==> config.mk <==
export PLATFORM = sky130hd
export DESIGN_NAME = vec_cmd_issuer_flat
export DESIGN_NICKNAME = d
export VERILOG_FILES = /design/src/rtl/vec_cmd_issuer_if.sv /design/src/rtl/vec_cmd_issuer.sv /design/src/flat_wrapper.sv
export SDC_FILE = /design/constraint.sdc
export NUM_CORES = 1
export LEC_CHECK = 0
export BUFFER_PORTS_ARGS = -buffer_cell sky130_fd_sc_hd__buf_2
export CORE_MARGIN = 5
export CORE_UTILIZATION = 36
export CTS_CLUSTER_DIAMETER = 30
export DETAILED_ROUTE_END_ITERATION = 10
export HOLD_SLACK_MARGIN = 0.15
export PLACE_DENSITY = 0.53
export SYNTH_ARGS = -nofsm -noshare
export SYNTH_HDL_FRONTEND = slang
export SYNTH_SLANG_ARGS = --single-unit
==> constraint.sdc <==
create_clock -name clk_i -period 7.2 [get_ports clk_i]
set_input_delay 0.72 -clock clk_i [delete_from_list [all_inputs] [get_ports clk_i]]
set_output_delay 0.72 -clock clk_i [all_outputs]
set_load 0.005 [all_outputs]
==> src/rtl/vec_cmd_issuer_if.sv <==
// Command bus between the host-side issuer (master) and the vector accelerator (slave).
// Field names match the issuer's accelerator-facing signal names.
interface vec_cmd_issuer_if #(
  parameter int aw_p = 3,   // vector register address width
  parameter int vw_p = 16   // vector width in bits
) ();
  logic [3:0]      acc_op_o;
  logic [aw_p-1:0] acc_addrA_o;
  logic [aw_p-1:0] acc_addrB_o;
  logic [aw_p-1:0] acc_addrC_o;
  logic [vw_p-1:0] acc_scalar_o;
  logic [vw_p-1:0] acc_wdata_o;
  logic            acc_v_o;
  logic            acc_ready_i;
  logic            acc_done_i;
  logic [vw_p-1:0] acc_rdata_i;
  logic            acc_yumi_o;

  modport master (
    output acc_op_o, acc_addrA_o, acc_addrB_o, acc_addrC_o, acc_scalar_o, acc_wdata_o,
    output acc_v_o, acc_yumi_o,
    input  acc_ready_i, acc_done_i, acc_rdata_i
  );

  modport slave (
    input  acc_op_o, acc_addrA_o, acc_addrB_o, acc_addrC_o, acc_scalar_o, acc_wdata_o,
    input  acc_v_o, acc_yumi_o,
    output acc_ready_i, acc_done_i, acc_rdata_i
  );
endinterface

==> src/rtl/vec_cmd_issuer.sv <==
// vec_cmd_issuer: buffers host commands in a small FIFO and issues them to the
// vector accelerator one at a time, with exactly one operation in flight. Read
// results are captured and handed to the host over a valid/yumi response port.
// Optional feature macro: VEC_ISSUE_TIMEOUT_EN (WAIT watchdog; off by default).
module vec_cmd_issuer #(
  parameter  int els_p            = 8,
  parameter  int vlen_p           = 4,
  parameter  int vdw_p            = 4,
  parameter  int fifo_els_p       = 4,
  parameter  int timeout_cycles_p = 64,
  localparam int aw_lp            = (els_p == 1) ? 1 : $clog2(els_p),
  localparam int vw_lp            = vlen_p * vdw_p
) (
  input  logic              clk_i,
  input  logic              reset_n_i,
  // host command port
  input  logic              cmd_v_i,
  output logic              cmd_ready_o,
  input  logic [3:0]        cmd_op_i,
  input  logic [aw_lp-1:0]  cmd_addrA_i,
  input  logic [aw_lp-1:0]  cmd_addrB_i,
  input  logic [aw_lp-1:0]  cmd_addrC_i,
  input  logic [vw_lp-1:0]  cmd_scalar_i,
  input  logic [vw_lp-1:0]  cmd_wdata_i,
  // accelerator command bus
  vec_cmd_issuer_if.master  acc,
  // host response port
  output logic              resp_v_o,
  output logic [vw_lp-1:0]  resp_data_o,
  input  logic              resp_yumi_i,
  // status
  output logic              busy_o,
  output logic              illegal_o
);

  localparam int pw_lp = $clog2(fifo_els_p);

  localparam logic [3:0] OP_READ = 4'b1000;

  localparam logic [2:0] ST_IDLE   = 3'd0;
  localparam logic [2:0] ST_ISSUE  = 3'd1;
  localparam logic [2:0] ST_STROBE = 3'd2;
  localparam logic [2:0] ST_WAIT   = 3'd3;
  localparam logic [2:0] ST_RESP   = 3'd4;

  typedef struct packed {
    logic [3:0]       op;
    logic [aw_lp-1:0] a;
    logic [aw_lp-1:0] b;
    logic [aw_lp-1:0] c;
    logic [vw_lp-1:0] scalar;
    logic [vw_lp-1:0] wdata;
  } cmd_t;

  // Legal: write 1001, read 1000, vector/scalar ALU {0x,f} with f != 11.
  function automatic logic op_legal(input logic [3:0] op);
    if (!op[3]) return (op[1:0] != 2'b11);
    else        return (op[2:1] == 2'b00);
  endfunction

  // ---------------- command FIFO ----------------
  cmd_t             r_mem [fifo_els_p];
  logic [pw_lp:0]   r_wr_ptr, r_rd_ptr;   // extra MSB distinguishes full from empty
  logic             r_live;               // holds cmd_ready_o low until after reset release
  logic             w_empty, w_full, w_enq, w_deq;
  cmd_t             w_cmd_in, w_head;
  logic             w_head_legal;

  logic [2:0]       r_state, w_state_nxt;

  assign w_empty  = (r_wr_ptr == r_rd_ptr);
  assign w_full   = (r_wr_ptr[pw_lp] != r_rd_ptr[pw_lp]) &&
                    (r_wr_ptr[pw_lp-1:0] == r_rd_ptr[pw_lp-1:0]);
  assign cmd_ready_o = r_live & ~w_full;
  assign w_enq    = cmd_v_i & cmd_ready_o;
  assign w_deq    = (r_state == ST_ISSUE);   // ISSUE is only entered with a non-empty FIFO

  assign w_cmd_in = '{op: cmd_op_i, a: cmd_addrA_i, b: cmd_addrB_i, c: cmd_addrC_i,
                      scalar: cmd_scalar_i, wdata: cmd_wdata_i};
  assign w_head       = r_mem[r_rd_ptr[pw_lp-1:0]];
  assign w_head_legal = op_legal(w_head.op);

  // Ready-enable comes up one cycle after reset release.
  always_ff @(posedge clk_i or negedge reset_n_i) begin
    if (!reset_n_i) r_live <= 1'b0;
    else            r_live <= 1'b1;
  end

  // FIFO storage; contents are qualified by the pointers so no reset is needed.
  always_ff @(posedge clk_i) begin
    if (w_enq) r_mem[r_wr_ptr[pw_lp-1:0]] <= w_cmd_in;
  end

  // FIFO pointers, wrapping naturally modulo 2*fifo_els_p.
  always_ff @(posedge clk_i or negedge reset_n_i) begin
    if (!reset_n_i) begin
      r_wr_ptr <= '0;
      r_rd_ptr <= '0;
    end else begin
      if (w_enq) r_wr_ptr <= r_wr_ptr + 1'b1;
      if (w_deq) r_rd_ptr <= r_rd_ptr + 1'b1;
    end
  end

  // ---------------- issue FSM ----------------
  logic [3:0]       r_op;
  logic [aw_lp-1:0] r_a, r_b, r_c;
  logic [vw_lp-1:0] r_scalar, r_wdata, r_resp_data;
  logic             r_acc_v, r_illegal;
  logic             w_is_rd, w_done_wait, w_timeout;

  assign w_is_rd     = (r_op == OP_READ);
  assign w_done_wait = (r_state == ST_WAIT) & acc.acc_done_i;

`ifdef VEC_ISSUE_TIMEOUT_EN
  localparam int tw_lp = $clog2(timeout_cycles_p + 1);
  logic [tw_lp-1:0] r_to_cnt;

  // Watchdog fires at the end of the timeout_cycles_p-th WAIT cycle without done.
  assign w_timeout = (r_state == ST_WAIT) & ~acc.acc_done_i &
                     (r_to_cnt == tw_lp'(timeout_cycles_p - 1));

  // Count cycles spent in WAIT; cleared everywhere else.
  always_ff @(posedge clk_i or negedge reset_n_i) begin
    if (!reset_n_i)              r_to_cnt <= '0;
    else if (r_state == ST_WAIT) r_to_cnt <= r_to_cnt + 1'b1;
    else                         r_to_cnt <= '0;
  end
`else
  assign w_timeout = 1'b0;
`endif

  // Next-state decode.
  always_comb begin
    w_state_nxt = r_state;
    case (r_state)
      ST_IDLE:   if (!w_empty && acc.acc_ready_i) w_state_nxt = ST_ISSUE;
      ST_ISSUE:  w_state_nxt = w_head_legal ? ST_STROBE : ST_IDLE;
      ST_STROBE: w_state_nxt = ST_WAIT;
      ST_WAIT:   if (acc.acc_done_i || w_timeout) w_state_nxt = w_is_rd ? ST_RESP : ST_IDLE;
      ST_RESP:   if (resp_yumi_i) w_state_nxt = ST_IDLE;
      default:   w_state_nxt = ST_IDLE;
    endcase
  end

  // State register.
  always_ff @(posedge clk_i or negedge reset_n_i) begin
    if (!reset_n_i) r_state <= ST_IDLE;
    else            r_state <= w_state_nxt;
  end

  // Command fields latch in ISSUE (legal ops only) and stay stable through WAIT.
  always_ff @(posedge clk_i or negedge reset_n_i) begin
    if (!reset_n_i) begin
      r_op     <= '0;
      r_a      <= '0;
      r_b      <= '0;
      r_c      <= '0;
      r_scalar <= '0;
      r_wdata  <= '0;
    end else if (r_state == ST_ISSUE && w_head_legal) begin
      r_op     <= w_head.op;
      r_a      <= w_head.a;
      r_b      <= w_head.b;
      r_c      <= w_head.c;
      r_scalar <= w_head.scalar;
      r_wdata  <= w_head.wdata;
    end
  end

  // One-cycle strobe: high exactly while the FSM sits in STROBE.
  always_ff @(posedge clk_i or negedge reset_n_i) begin
    if (!reset_n_i) r_acc_v <= 1'b0;
    else            r_acc_v <= (r_state == ST_ISSUE) & w_head_legal;
  end

  // Read data capture; a timed-out read reports zero.
  always_ff @(posedge clk_i or negedge reset_n_i) begin
    if (!reset_n_i)                    r_resp_data <= '0;
    else if (w_done_wait && w_is_rd)   r_resp_data <= acc.acc_rdata_i;
    else if (w_timeout && w_is_rd)     r_resp_data <= '0;
  end

  // Sticky error flag: illegal opcode popped, or watchdog expiry.
  always_ff @(posedge clk_i or negedge reset_n_i) begin
    if (!reset_n_i)                                     r_illegal <= 1'b0;
    else if ((r_state == ST_ISSUE && !w_head_legal) ||
             w_timeout)                                 r_illegal <= 1'b1;
  end

  assign acc.acc_op_o     = r_op;
  assign acc.acc_addrA_o  = r_a;
  assign acc.acc_addrB_o  = r_b;
  assign acc.acc_addrC_o  = r_c;
  assign acc.acc_scalar_o = r_scalar;
  assign acc.acc_wdata_o  = r_wdata;
  assign acc.acc_v_o      = r_acc_v;
  assign acc.acc_yumi_o   = w_done_wait & w_is_rd;

  assign resp_v_o    = (r_state == ST_RESP);
  assign resp_data_o = r_resp_data;
  assign busy_o      = ~w_empty | (r_state != ST_IDLE);
  assign illegal_o   = r_illegal;

endmodule

==> src/flat_wrapper.sv <==
// flat-port wrapper written by rule: the top's interface ports become plain ports
module vec_cmd_issuer_flat 
#(
  parameter  int els_p            = 8,
  parameter  int vlen_p           = 4,
  parameter  int vdw_p            = 4,
  parameter  int fifo_els_p       = 4,
  parameter  int timeout_cycles_p = 64,
  localparam int aw_lp            = (els_p == 1) ? 1 : $clog2(els_p),
  localparam int vw_lp            = vlen_p * vdw_p
)
  (clk_i, reset_n_i, cmd_v_i, cmd_ready_o, cmd_op_i, cmd_addrA_i, cmd_addrB_i, cmd_addrC_i, cmd_scalar_i, cmd_wdata_i, resp_v_o, resp_data_o, resp_yumi_i, busy_o, illegal_o, acc_acc_op_o, acc_acc_addrA_o, acc_acc_addrB_o, acc_acc_addrC_o, acc_acc_scalar_o, acc_acc_wdata_o, acc_acc_v_o, acc_acc_yumi_o, acc_acc_ready_i, acc_acc_done_i, acc_acc_rdata_i);
  vec_cmd_issuer_if #(.aw_p((3)), .vw_p((16))) acc_i ();
  input  logic clk_i;
  input  logic reset_n_i;
  input  logic cmd_v_i;
  output logic cmd_ready_o;
  input  logic [3:0] cmd_op_i;
  input  logic [aw_lp-1:0] cmd_addrA_i;
  input  logic [aw_lp-1:0] cmd_addrB_i;
  input  logic [aw_lp-1:0] cmd_addrC_i;
  input  logic [vw_lp-1:0] cmd_scalar_i;
  input  logic [vw_lp-1:0] cmd_wdata_i;
  output logic resp_v_o;
  output logic [vw_lp-1:0] resp_data_o;
  input  logic resp_yumi_i;
  output logic busy_o;
  output logic illegal_o;
  output wire logic [$bits(acc_i.acc_op_o)-1:0] acc_acc_op_o;
  output wire logic [$bits(acc_i.acc_addrA_o)-1:0] acc_acc_addrA_o;
  output wire logic [$bits(acc_i.acc_addrB_o)-1:0] acc_acc_addrB_o;
  output wire logic [$bits(acc_i.acc_addrC_o)-1:0] acc_acc_addrC_o;
  output wire logic [$bits(acc_i.acc_scalar_o)-1:0] acc_acc_scalar_o;
  output wire logic [$bits(acc_i.acc_wdata_o)-1:0] acc_acc_wdata_o;
  output wire logic [$bits(acc_i.acc_v_o)-1:0] acc_acc_v_o;
  output wire logic [$bits(acc_i.acc_yumi_o)-1:0] acc_acc_yumi_o;
  input wire logic [$bits(acc_i.acc_ready_i)-1:0] acc_acc_ready_i;
  input wire logic [$bits(acc_i.acc_done_i)-1:0] acc_acc_done_i;
  input wire logic [$bits(acc_i.acc_rdata_i)-1:0] acc_acc_rdata_i;
  assign acc_acc_op_o = acc_i.acc_op_o;
  assign acc_acc_addrA_o = acc_i.acc_addrA_o;
  assign acc_acc_addrB_o = acc_i.acc_addrB_o;
  assign acc_acc_addrC_o = acc_i.acc_addrC_o;
  assign acc_acc_scalar_o = acc_i.acc_scalar_o;
  assign acc_acc_wdata_o = acc_i.acc_wdata_o;
  assign acc_acc_v_o = acc_i.acc_v_o;
  assign acc_acc_yumi_o = acc_i.acc_yumi_o;
  assign acc_i.acc_ready_i = acc_acc_ready_i;
  assign acc_i.acc_done_i = acc_acc_done_i;
  assign acc_i.acc_rdata_i = acc_acc_rdata_i;
  vec_cmd_issuer #(.els_p(els_p), .vlen_p(vlen_p), .vdw_p(vdw_p), .fifo_els_p(fifo_els_p), .timeout_cycles_p(timeout_cycles_p)) u_core (.clk_i(clk_i), .reset_n_i(reset_n_i), .cmd_v_i(cmd_v_i), .cmd_ready_o(cmd_ready_o), .cmd_op_i(cmd_op_i), .cmd_addrA_i(cmd_addrA_i), .cmd_addrB_i(cmd_addrB_i), .cmd_addrC_i(cmd_addrC_i), .cmd_scalar_i(cmd_scalar_i), .cmd_wdata_i(cmd_wdata_i), .acc(acc_i), .resp_v_o(resp_v_o), .resp_data_o(resp_data_o), .resp_yumi_i(resp_yumi_i), .busy_o(busy_o), .illegal_o(illegal_o));
endmodule
==> results of run 1 <==
-- layout by cell type, fill, tap and decap left out, types with 6 or more instances in the layout --
cell and count:
buf_2 132, buf_4 8, bufinv_16 7, clkbuf_1 6, clkbuf_16 49, clkinv_2 8
dfrtp_1 71, edfxtp_1 180, mux2_1 18, mux2_2 17, mux2_4 28, mux4_2 45
-- report_power, final --
| part | total, uW | switching (uW) | internal (uW) |
|---|---|---|---|
| registers | 2170 | 265 | 1910 |
| clock network | 2210 | 685 | 1530 |
| logic | 1190 | 485 | 703 |
-- critical path, delay by kind of cell (launching register included) --
| family | cells | cell delay, ps |
|---|---|---|
| muxes | 2 | 800 |
| AOI/OAI and AO/OA | 1 | 730 |
| DFF | 1 | 1100 |
| buffers and inverters | 1 | 570 |
| and+or+nand+nor | 1 | 90 |
-- worst min-delay path by stage --
| stage | start | end | slack [ps] | cells past startpoint |
|---|---|---|---|---|
| after floorplan | reset_n_i | u_core.acc.acc_addrA_o[0] | 420 | 0 |
| after global placement | u_core.illegal_o | u_core.illegal_o | 450 | 1 |
| after detailed placement | u_core.illegal_o | u_core.illegal_o | 480 | 1 |
| after CTS | cmd_scalar_i[2] | u_core.r_mem[3][18] | 400 | 1 |
| after global routing | cmd_scalar_i[2] | u_core.r_mem[3][18] | 400 | 1 |
| final | reset_n_i | u_core.acc.acc_scalar_o[7] | 380 | 1 |
-- stage by stage --
step	worst slack (ps)	area (um2)	cells	util
2_1_floorplan	4530	9490	423	-
3_3_place_gp	3640	10600	881	0.406
3_5_place_dp	3590	10600	881	0.406
4_1_cts	3570	12200	967	0.470
5_1_grt	3450	12200	967	0.470
6_report	3760	12200	968	0.470
-- registers in the layout, summed over array words and instances (netlist names) --
register and cells:
u_core.acc.acc_addrB_o 3, u_core.r_mem 180, u_core.acc.acc_addrC_o 3, u_core.r_state 3, u_core.acc.acc_op_o 4, u_core.acc.acc_scalar_o 16, u_core.resp_data_o 16, u_core.illegal_o 1
u_core.acc.acc_v_o 1, u_core.acc.acc_wdata_o 16, u_core.r_rd_ptr 3, u_core.r_wr_ptr 3, u_core.acc.acc_addrA_o 3, u_core.r_live 1
-- kinds of logic after synthesis --
family | count (synthesis) | share of synthesized area
flops | 253 | 0.762
mux | 108 | 0.193
buf+inv | 23 | 0.0137
simple gates | 19 | 0.0128
compound gates | 7 | 0.00514
xor+xnor | 7 | 0.00646
fa+ha+maj | 5 | 0.00659
other cells | 1 | 0.000395
-- layout make-up --
type                            instances  area (um2)
Antenna cell                            1        2.50
Clock buffer                           59        1300
Clock inverter                         27         340
Fill cell                            2178       13800
Inverter                                6        22.5
Multi-Input combinational cell        147        2160
Sequential cell                       253        7240
Tap cell                              335         419
Timing Repair Buffer                  140         721
-- per-layer routing --
layer	wire length [um]	part of all wire
met3	1260	0.067
met5	34	0.0018
met2	9040	0.48
met1	8080	0.43
met4	354	0.019
==> metrics.txt, run 1 <==
Synth area leaders=edfxtp_1 57%, dfrtp_1 19%, mux4_2 11%; CTS Buf Count=46; outcome=complete, no violations; min Tclk post-route=3440 ps; via/cell ratio=between 4 and 5; distinct cell type count after synthesis=31; RSZ-0062 raised after global routing=no; crit path to=u_core.acc.acc_scalar_o[5]; GP Congestion=just over 0.7; LEAKAGE=around 0.0048 uW; Core Area=between 0.02 and 0.03 mm2; most common cell in the netlist=edfxtp_1; ys flop type=edfxtp_1; count of state elements after synthesis=253; hold crit path type=in2async; Die Span Y=about 170 um; fin crit share=0.478; grt met3 use=0.0409; skew final=approximately 15 ps; share of cells above drive strength 1=0.505; vias in the first global route=4959; area added between synthesis and finish=28.6%; final hold viol count=0; met2 Resource Use GR=0.204; r2r endpoint=u_core.acc.acc_scalar_o[5]; Post-synth EDFFs=180; Rows=59; GRT busiest layer=met2; cts repair resizes=0; cells on worst reg2reg path=5; YS warnings=0; Yosys top cell by area=edfxtp_1; First-pass DRT Iterations=4; wire length per cell=19.4 um; Critical-path top delay cell=dfrtp_4; crit path launch=u_core.r_rd_ptr[0]; Synth Cell Area=approximately 0.0095 mm2; number of max-cap violations=0; total power=5580 uW; Pwr Density=between 400 and 500 mW/mm2; initial antenna violation count=4; Setup Buffers After CTS=0; Die X=between 150 and 200 um; Finish-stage setup viols=0; hold buffers post-CTS=0; Peak Freq=just under 0.3 GHz; synthesized instance count=approximately 420; Max-slew headroom=0.327; WS Path Type=reg2reg; Clock Latency Late Sink=approximately 520 ps; clk sinks=253; routed wire length=18.8 mm; CTS tree=built; Slew Viols, Final=0; Worst setup EP type=register; first-pass GRT wire length=about 28 mm; r2r setup slk=3760 ps; Reg clk slew, reported paths=about 50 ps; initial core utilization=0.365; vias=around 4.6k; Syn Area/Cell=22.4 um2; Slew @ Worst Pin=roughly 1000 ps; GRT Total Usage=0.126; sequential element share of the synthesized area=0.762; GR met1 Demand/Resource=0.162; drc violations=0; Synth top area share=0.570; Root Buffer=clkbuf_16; slowest stage delay, CP=about 1100 ps; IO Count=about 130; CTS Buffer Depth=3; total negative slack=0 ps; Max rail drop VDD=0.000267 V; crit-path cells=mux4_2 > nor2_1 > o21ai_4 > buf_4 > mux2_1; Detail Route Antenna Nets=0; Port Buf Inserts=about 130; Max FO, Critical Path=48; syn_nets=between 400 and 500; Setup crit start kind=register; commonest cells in the netlist=180 x edfxtp_1, 73 x dfrtp_1, 45 x mux4_2; final hold slack=about 380 ps; largest net degree at the start of global routing=74; grt total ovfl=0; FFs w/ async S/R, synth=0.289; H-Tree Depth=2; RR Startpoint=u_core.r_rd_ptr[0]; Crit path arrival time=between 3000 and 4000 ps; Starting DRT DRC Count=around 180; detailed-placement wirelength estimate=about 11 mm; Worst EP required=7590 ps; Die ar.=roughly 0.03 mm2; Nets=~670
Power figures use the tool's default switching activity.
==> inputs of run 2 (changes only) <==
PLACE_DENSITY = 0.55   (was 0.53)
clock period = 2.97 ns   (was 7.2 ns; I/O delays follow)
==> run 2 against run 1 <==
Effect of this change: global-route usage is 0.52 points higher; critical endpoint is now u_core.acc.acc_addrA_o[0]; final cell count is 7.2% higher; critical path type unchanged; clock skew decreased by 0.64 ps; routed wire length increased by 3.7%; clock-buffer cell count increased by 1; register-to-register slack lost 3100 ps.
==> metrics.txt, run 2 (synthesis results as in run 1) <==
Placed Area=0.0107 mm2 (was 0.0106 mm2); Pwr Density=1020 mW/mm2 (was 457 mW/mm2); Worst EP required=3360 ps (was 7590 ps); final worst slack=623 ps (was 3760 ps); routed wire length=19.5 mm (was 18.8 mm); slowest stage delay, CP=640 ps (was 1100 ps); Rows=59 (unchanged); Clock Latency Late Sink=510 ps (was 520 ps); Hold Crit Depth=1; drc violations=0 (unchanged); total power=13100 uW (was 5580 uW); clock power share=0.364 (was 0.397); fin crit share=0.790 (was 0.478); outcome=complete, no violations (unchanged); skew final=14.3 ps (was 15.0 ps); dpl ws=593 ps (was 3590 ps); Critical-path top delay cell=dfrtp_4 (unchanged); final hold slack=462 ps (was 382 ps); Port Buf Inserts=133 (unchanged); area added between synthesis and finish=34.6% (was 28.6%); final hold viol count=0 (unchanged); Die Span Y=172 um (unchanged); detailed-placement wirelength estimate=11.4 mm (was 11.2 mm); initial core utilization=0.365 (unchanged); Slew @ Worst Pin=893 ps (was 1010 ps); commonest non-fill, non-tap cell in the layout=edfxtp_1 (unchanged); share of cells above drive strength 1=0.454 (was 0.505); first-pass GRT wire length=30.0 mm (was 28.4 mm); Logic pwr share=0.244 (was 0.213); hold crit path type=reg2reg (was in2async); number of max-cap violations=0 (unchanged); WS Path Type=reg2reg (unchanged); Peak Freq=0.426 GHz (was 0.291 GHz); clk sinks=253 (unchanged); Reg clk slew, reported paths=50 ps (about the same); Crit path arrival time=2740 ps (was 3830 ps); grt total ovfl=0 (unchanged); Setup Buffers After CTS=0 (unchanged); IO Count=134 (unchanged); cells on worst reg2reg path=5 (unchanged); Final Cell Area=0.0128 mm2 (was 0.0122 mm2); most frequent cells in the layout=180 x edfxtp_1, 132 x buf_2, 71 x dfrtp_1 (unchanged); Die X=172 um (unchanged); min Tclk post-route=2350 ps (was 3440 ps); number of cells on the critical path=5 (unchanged); Slew Viols, Final=0 (unchanged); wire length per cell=18.8 um (was 19.4 um); largest net degree at the start of global routing=65 (was 74); First-pass DRT Iterations=4 (unchanged); initial antenna violation count=2 (was 4); CTS Buffer Depth=3 (unchanged); H-Tree Depth=2 (unchanged); Flop pwr share=0.393 (was 0.390); vias in the first global route=5355 (was 4959); Max rail drop VDD=0.000535 V (was 0.000267 V); switching power=3460 uW (was 1430 uW); WP buf/inv=1 (unchanged); total negative slack=0 ps (unchanged); max reg flops=180 (unchanged); Setup crit start kind=register (unchanged); GP Congestion=0.729 (was 0.713); Die ar.=0.0297 mm2 (unchanged); sw frac=0.265 (was 0.257); Largest delay share family, worst path=multiplexers (was flip-flops); Core Area=0.0260 mm2 (unchanged); Detail Route Antenna Nets=0 (unchanged); crit-path cells=mux4_2 > nor2_1 > o21ai_4 > buf_4 > mux2_1 (unchanged); vias=4886 (was 4555); via/cell ratio=4.71 (about the same); GRT Total Usage=0.131 (was 0.126); Starting DRT DRC Count=205 (was 177); CTS tree=built (unchanged); RSZ-0062 raised after global routing=no (unchanged); Max-slew headroom=0.405 (was 0.327); internal power=9590 uW (was 4140 uW); Worst setup EP type=register (unchanged); CTS Buf Count=46 (unchanged); Finish-stage setup viols=0 (unchanged); Nets=739 (was 666); Root Buffer=clkbuf_16 (unchanged); Max FO, Critical Path=24 (was 48); LEAKAGE=0.00500 uW (was 0.00479 uW)
==> run 2: final cells by class <==
type                       instances  area [um2]
sequential                       253        7240
tap                              335         419
clock inverter                    23         198
fill                            2151       13200
multi-input combinational        147        2160
inverter                           6        22.5
clock buffer                      60        1250
timing repair buffer             213        1480
antenna                            1        2.50
==> run 2: through the flow <==
stage                      util  cells
final                     0.492   1038
after global routing      0.492   1038
after CTS                 0.491   1037
after detailed placement  0.410    888
after global placement    0.410    888
after floorplan               -    423
==> run 2: power groups by stage <==
| stage | clock network (uW) | logic [uW] | registers (uW) |
|---|---|---|---|
| final | 4740 | 3180 | 5130 |
| after global routing | 5040 | 3490 | 5230 |
| after CTS | 4870 | 3280 | 5160 |
| after detailed placement | 0 | 3190 | 5210 |
| after global placement | 0 | 3110 | 5180 |
| after floorplan | 0 | 2160 | 5030 |
==> run 2: per-layer routing <==
layer  share of wire  GRT usage
met1            0.44      0.175
met5         0.00057          0
met4           0.020     0.0400
met2            0.48      0.213
met3           0.061     0.0341
==> run 2: path summary, 6_finish.rpt <==
| path | slack (ps) | to | startpoint |
|---|---|---|---|
| worst max-delay path | 620 | u_core.acc.acc_addrA_o[0] | u_core.r_rd_ptr[0] |
| worst min-delay path | 460 | u_core.illegal_o | u_core.illegal_o |
| worst max register to register | 620 | u_core.acc.acc_addrA_o[0] | u_core.r_rd_ptr[0] |
| worst min register to register | 460 | u_core.illegal_o | u_core.illegal_o |
| max in group asynchronous | 1830 | u_core.r_rd_ptr[0] | reset_n_i |
| min in group asynchronous | 470 | u_core.acc.acc_scalar_o[4] | reset_n_i |
==> run 2: repair_timing <==
item	CTS	global route
hold buffers	66	0
hold endpoints to repair	261	0
gates resized for setup	0	0
==> inputs of run 3 (changes only) <==
ABC_AREA = 1   (was unset)
clock period = 2 ns   (was 2.97 ns; I/O delays follow)
==> run 3 against run 2 <==
Effect of this change: clock power grew 81%; register-to-register slack worse by 490 ps; sequential share of layout area fell by 3.4 points; via count rose by 38%; design area grew 6.3%; global-route usage grew 2.4 points; first-iteration DRC count rose by 82%; critical endpoint is now acc_acc_yumi_o.
==> metrics.txt, run 3 <==
outcome=complete, no violations (unchanged); total negative slack=0 ps (unchanged); post-synthesis mux area share=0 (was 0.193); YS warnings=0 (unchanged); most frequent cells in the layout=180 x edfxtp_1, 174 x nand2_1, 132 x buf_2 (was 180 x edfxtp_1, 132 x buf_2, 71 x dfrtp_1); FFs w/ async S/R, synth=0.289 (unchanged); Die ar.=0.0304 mm2 (was 0.0297 mm2); first-pass GRT wire length=38.1 mm (was 30.0 mm); Peak Freq=0.520 GHz; Pwr Density=1610 mW/mm2 (was 1020 mW/mm2); commonest cells in the netlist=180 x edfxtp_1, 178 x nand2_1, 88 x nor2_1 (was 180 x edfxtp_1, 73 x dfrtp_1, 45 x mux4_2); Synth Cell Area=0.00973 mm2 (was 0.00949 mm2); final cell count without fillers=1437 (was 1038); skew final=17.6 ps (was 14.3 ps); Flop pwr share=0.332 (was 0.393); clock power share=0.391 (was 0.364); H-Tree Depth=2 (unchanged); GRT Total Usage=0.156 (was 0.131); Clock Latency Late Sink=530 ps (was 510 ps); First-pass DRT Iterations=4 (unchanged); number of max-cap violations=0 (unchanged); Max FO, Critical Path=8 (was 24); area added between synthesis and finish=39.6% (was 34.6%); Max-slew headroom=0.586 (was 0.405); Largest delay share family, worst path=flip-flops (was multiplexers); Setup crit start kind=register (unchanged); Finish-stage setup viols=0 (unchanged); Synth top area share=0.556 (was 0.570); vias=6757 (was 4886); initial core utilization=0.363 (was 0.365); synthesized instance count=800 (was 423); WS Path Type=reg2out (was reg2reg); largest family of logic cells by synthesized area=simple AND/OR/NAND/NOR gates (was multiplexers); adder-cell area share of the yosys netlist=0.00643 (was 0.00659); final hold viol count=0 (unchanged); internal power=14800 uW (was 9590 uW); Port Buf Inserts=133 (unchanged); Logic pwr share=0.276 (was 0.244); Slew Viols, Final=0 (unchanged); Yosys top cell by area=edfxtp_1 (unchanged); commonest non-fill, non-tap cell in the layout=edfxtp_1 (unchanged); hold crit path type=in2reg (was reg2reg); CTS Buffer Depth=3 (unchanged); max reg flops=180 (unchanged); via/cell ratio=4.70 (was 4.71); vias in the first global route=6971 (was 5355); Rows=60 (was 59); grt total ovfl=0 (unchanged); clk sinks=253 (unchanged); Fill cells=2358 (was 2151); IO Count=134 (unchanged); count of state elements after synthesis=253 (unchanged); Critical-path top delay cell=dfrtp_1 (was dfrtp_4); slowest stage delay, CP=420 ps (was 640 ps); min Tclk post-route=1920 ps; Die X=174 um (was 172 um); sequential element share of the synthesized area=0.743 (was 0.762); share of cells above drive strength 1=0.263 (was 0.454); CTS Buf Count=52 (was 46); wire length per cell=16.7 um (was 18.8 um); Reg clk slew, reported paths=50 ps (about the same); Nets=1122 (was 739); Die Span Y=174 um (was 172 um); drc violations=0 (unchanged); WP buf/inv=3 (was 1); Detail Route Antenna Nets=0 (unchanged); CTS tree=built (unchanged); largest net degree at the start of global routing=53 (was 65); Starting DRT DRC Count=374 (was 205); switching power=7090 uW (was 3460 uW); Crit path arrival time=1720 ps (was 2740 ps); Worst setup EP type=output pin (was register); GP Congestion=0.729 (about the same); fin util=0.507 (was 0.492); Max rail drop VDD=0.000776 V (was 0.000535 V); Post-Synth Simple-Gate Area=0.137 (was 0.0128); fin crit share=0.962; Worst EP required=1800 ps (was 3360 ps); LEAKAGE=0.00568 uW (was 0.00500 uW); Core Area=0.0268 mm2 (was 0.0260 mm2); crit-path cells=nor4_2 > buf_4 > nand3_2 > clkinv_4 > buf_2 (was mux4_2 > nor2_1 > o21ai_4 > buf_4 > mux2_1); routed wire length=23.9 mm (was 19.5 mm); Post-synth EDFFs=180 (unchanged); detailed-placement wirelength estimate=14.8 mm (was 11.4 mm); initial antenna violation count=1 (was 2); XOR/XNOR share of the synthesized area=0.00450 (was 0.00646); Slew @ Worst Pin=621 ps (was 893 ps); compound-cell area share of the yosys netlist=0.0719 (was 0.00514); Syn Area/Cell=12.2 um2 (was 22.4 um2); ys flop type=edfxtp_1 (unchanged); Synth area leaders=edfxtp_1 56%, dfrtp_1 19%, nand2_1 6.9% (was edfxtp_1 57%, dfrtp_1 19%, mux4_2 11%); sw frac=0.324 (was 0.265); most common cell in the netlist=edfxtp_1 (unchanged); syn_nets=872 (was 495); RSZ-0062 raised after global routing=yes (was no); Root Buffer=clkbuf_16 (unchanged); distinct cell type count after synthesis=26 (was 31); placed instance count=1262 (was 888)
run 3: area by class of cell:
class | count | area, um2 | share of cell area
flip-flops and latches | 253 | 7240 | 0.533
multi-input cells | 471 | 2220 | 0.164
repair buffers | 242 | 1780 | 0.131
clock buffers | 57 | 1360 | 0.100
clock inverters | 41 | 434 | 0.0320
well taps | 341 | 427 | 0.0314
inverters | 30 | 119 | 0.00875
diodes | 2 | 5.00 | 0.000368
run 3: kinds of logic (layout without fill, tap and decap cells):
family	Yosys count	in the layout
xor gates and xnor gates	5	5
other	1	3
DFF	253	253
buffers and inverters	76	370
adders and majority gates	5	5
and+or+nand+nor	331	331
AOI/OAI and AO/OA	129	129
run 3: path summary, 6_finish.rpt:
kind | startpoint | end | slack (ps) | depth (start not counted)
min in group asynchronous | reset_n_i | u_core.acc.acc_wdata_o[10] | 240 | 2
worst max register to register | u_core.r_rd_ptr[0] | u_core.r_mem[0][19] | 130 | 8
worst min register to register | u_core.acc.acc_wdata_o[1] | u_core.acc.acc_wdata_o[1] | 460 | 2
worst min-delay path | cmd_v_i | u_core.r_wr_ptr[0] | 170 | 4
worst max-delay path | u_core.acc.acc_op_o[0] | acc_acc_yumi_o | 80 | 5
max in group asynchronous | reset_n_i | u_core.r_state[2] | 1060 | 3
run 3: power by group through the flow:
stage / sequential [uW] / clock, uW / combinational (uW)
3_5_place_dp: 7380 / 0 / 5890
4_1_cts: 7310 / 8740 / 6070
3_3_place_gp: 7370 / 0 / 5820
6_report: 7280 / 8570 / 6060
5_1_grt: 7400 / 8990 / 6850
2_1_floorplan: 7300 / 0 / 3630
run 3: repair_timing:
item	in CTS	in global routing
setup endpoints to repair	3	85
pin swaps	0	2
buffers inserted	1	8
gates resized for setup	5	7
endpoints found under the hold margin	238	0
hold buffers	66	0
run 3: per-stage QoR:
| stage | setup WS, ps | area [um2] | total power, uW | hold slack [ps] |
|---|---|---|---|---|
| 4_1_cts | -71.6 | 13500 | 22100 | 150 |
| 3_5_place_dp | 130 | 11000 | 13300 | 264 |
| 2_1_floorplan | -153 | 9770 | 10900 | -95.6 |
| 5_1_grt | -1.74 | 13600 | 23200 | 176 |
| 6_report | 75.1 | 13600 | 21900 | 172 |
| 3_3_place_gp | 164 | 11000 | 13200 | 249 |
run 3: per-layer routing:
metal	up-vias	GRT usage	routed length [um]
met4	0	0.0462	417
met2	199	0.259	11300
met3	33	0.0355	1590
met5	-	0	0
met1	3204	0.205	10600
li1	3321	-	-
run 3: tightest hold or removal path, cell delays in order:
cell     delay [ps]
buf_2           120
nand3_4         120
buf_4           150
xor2_1           60
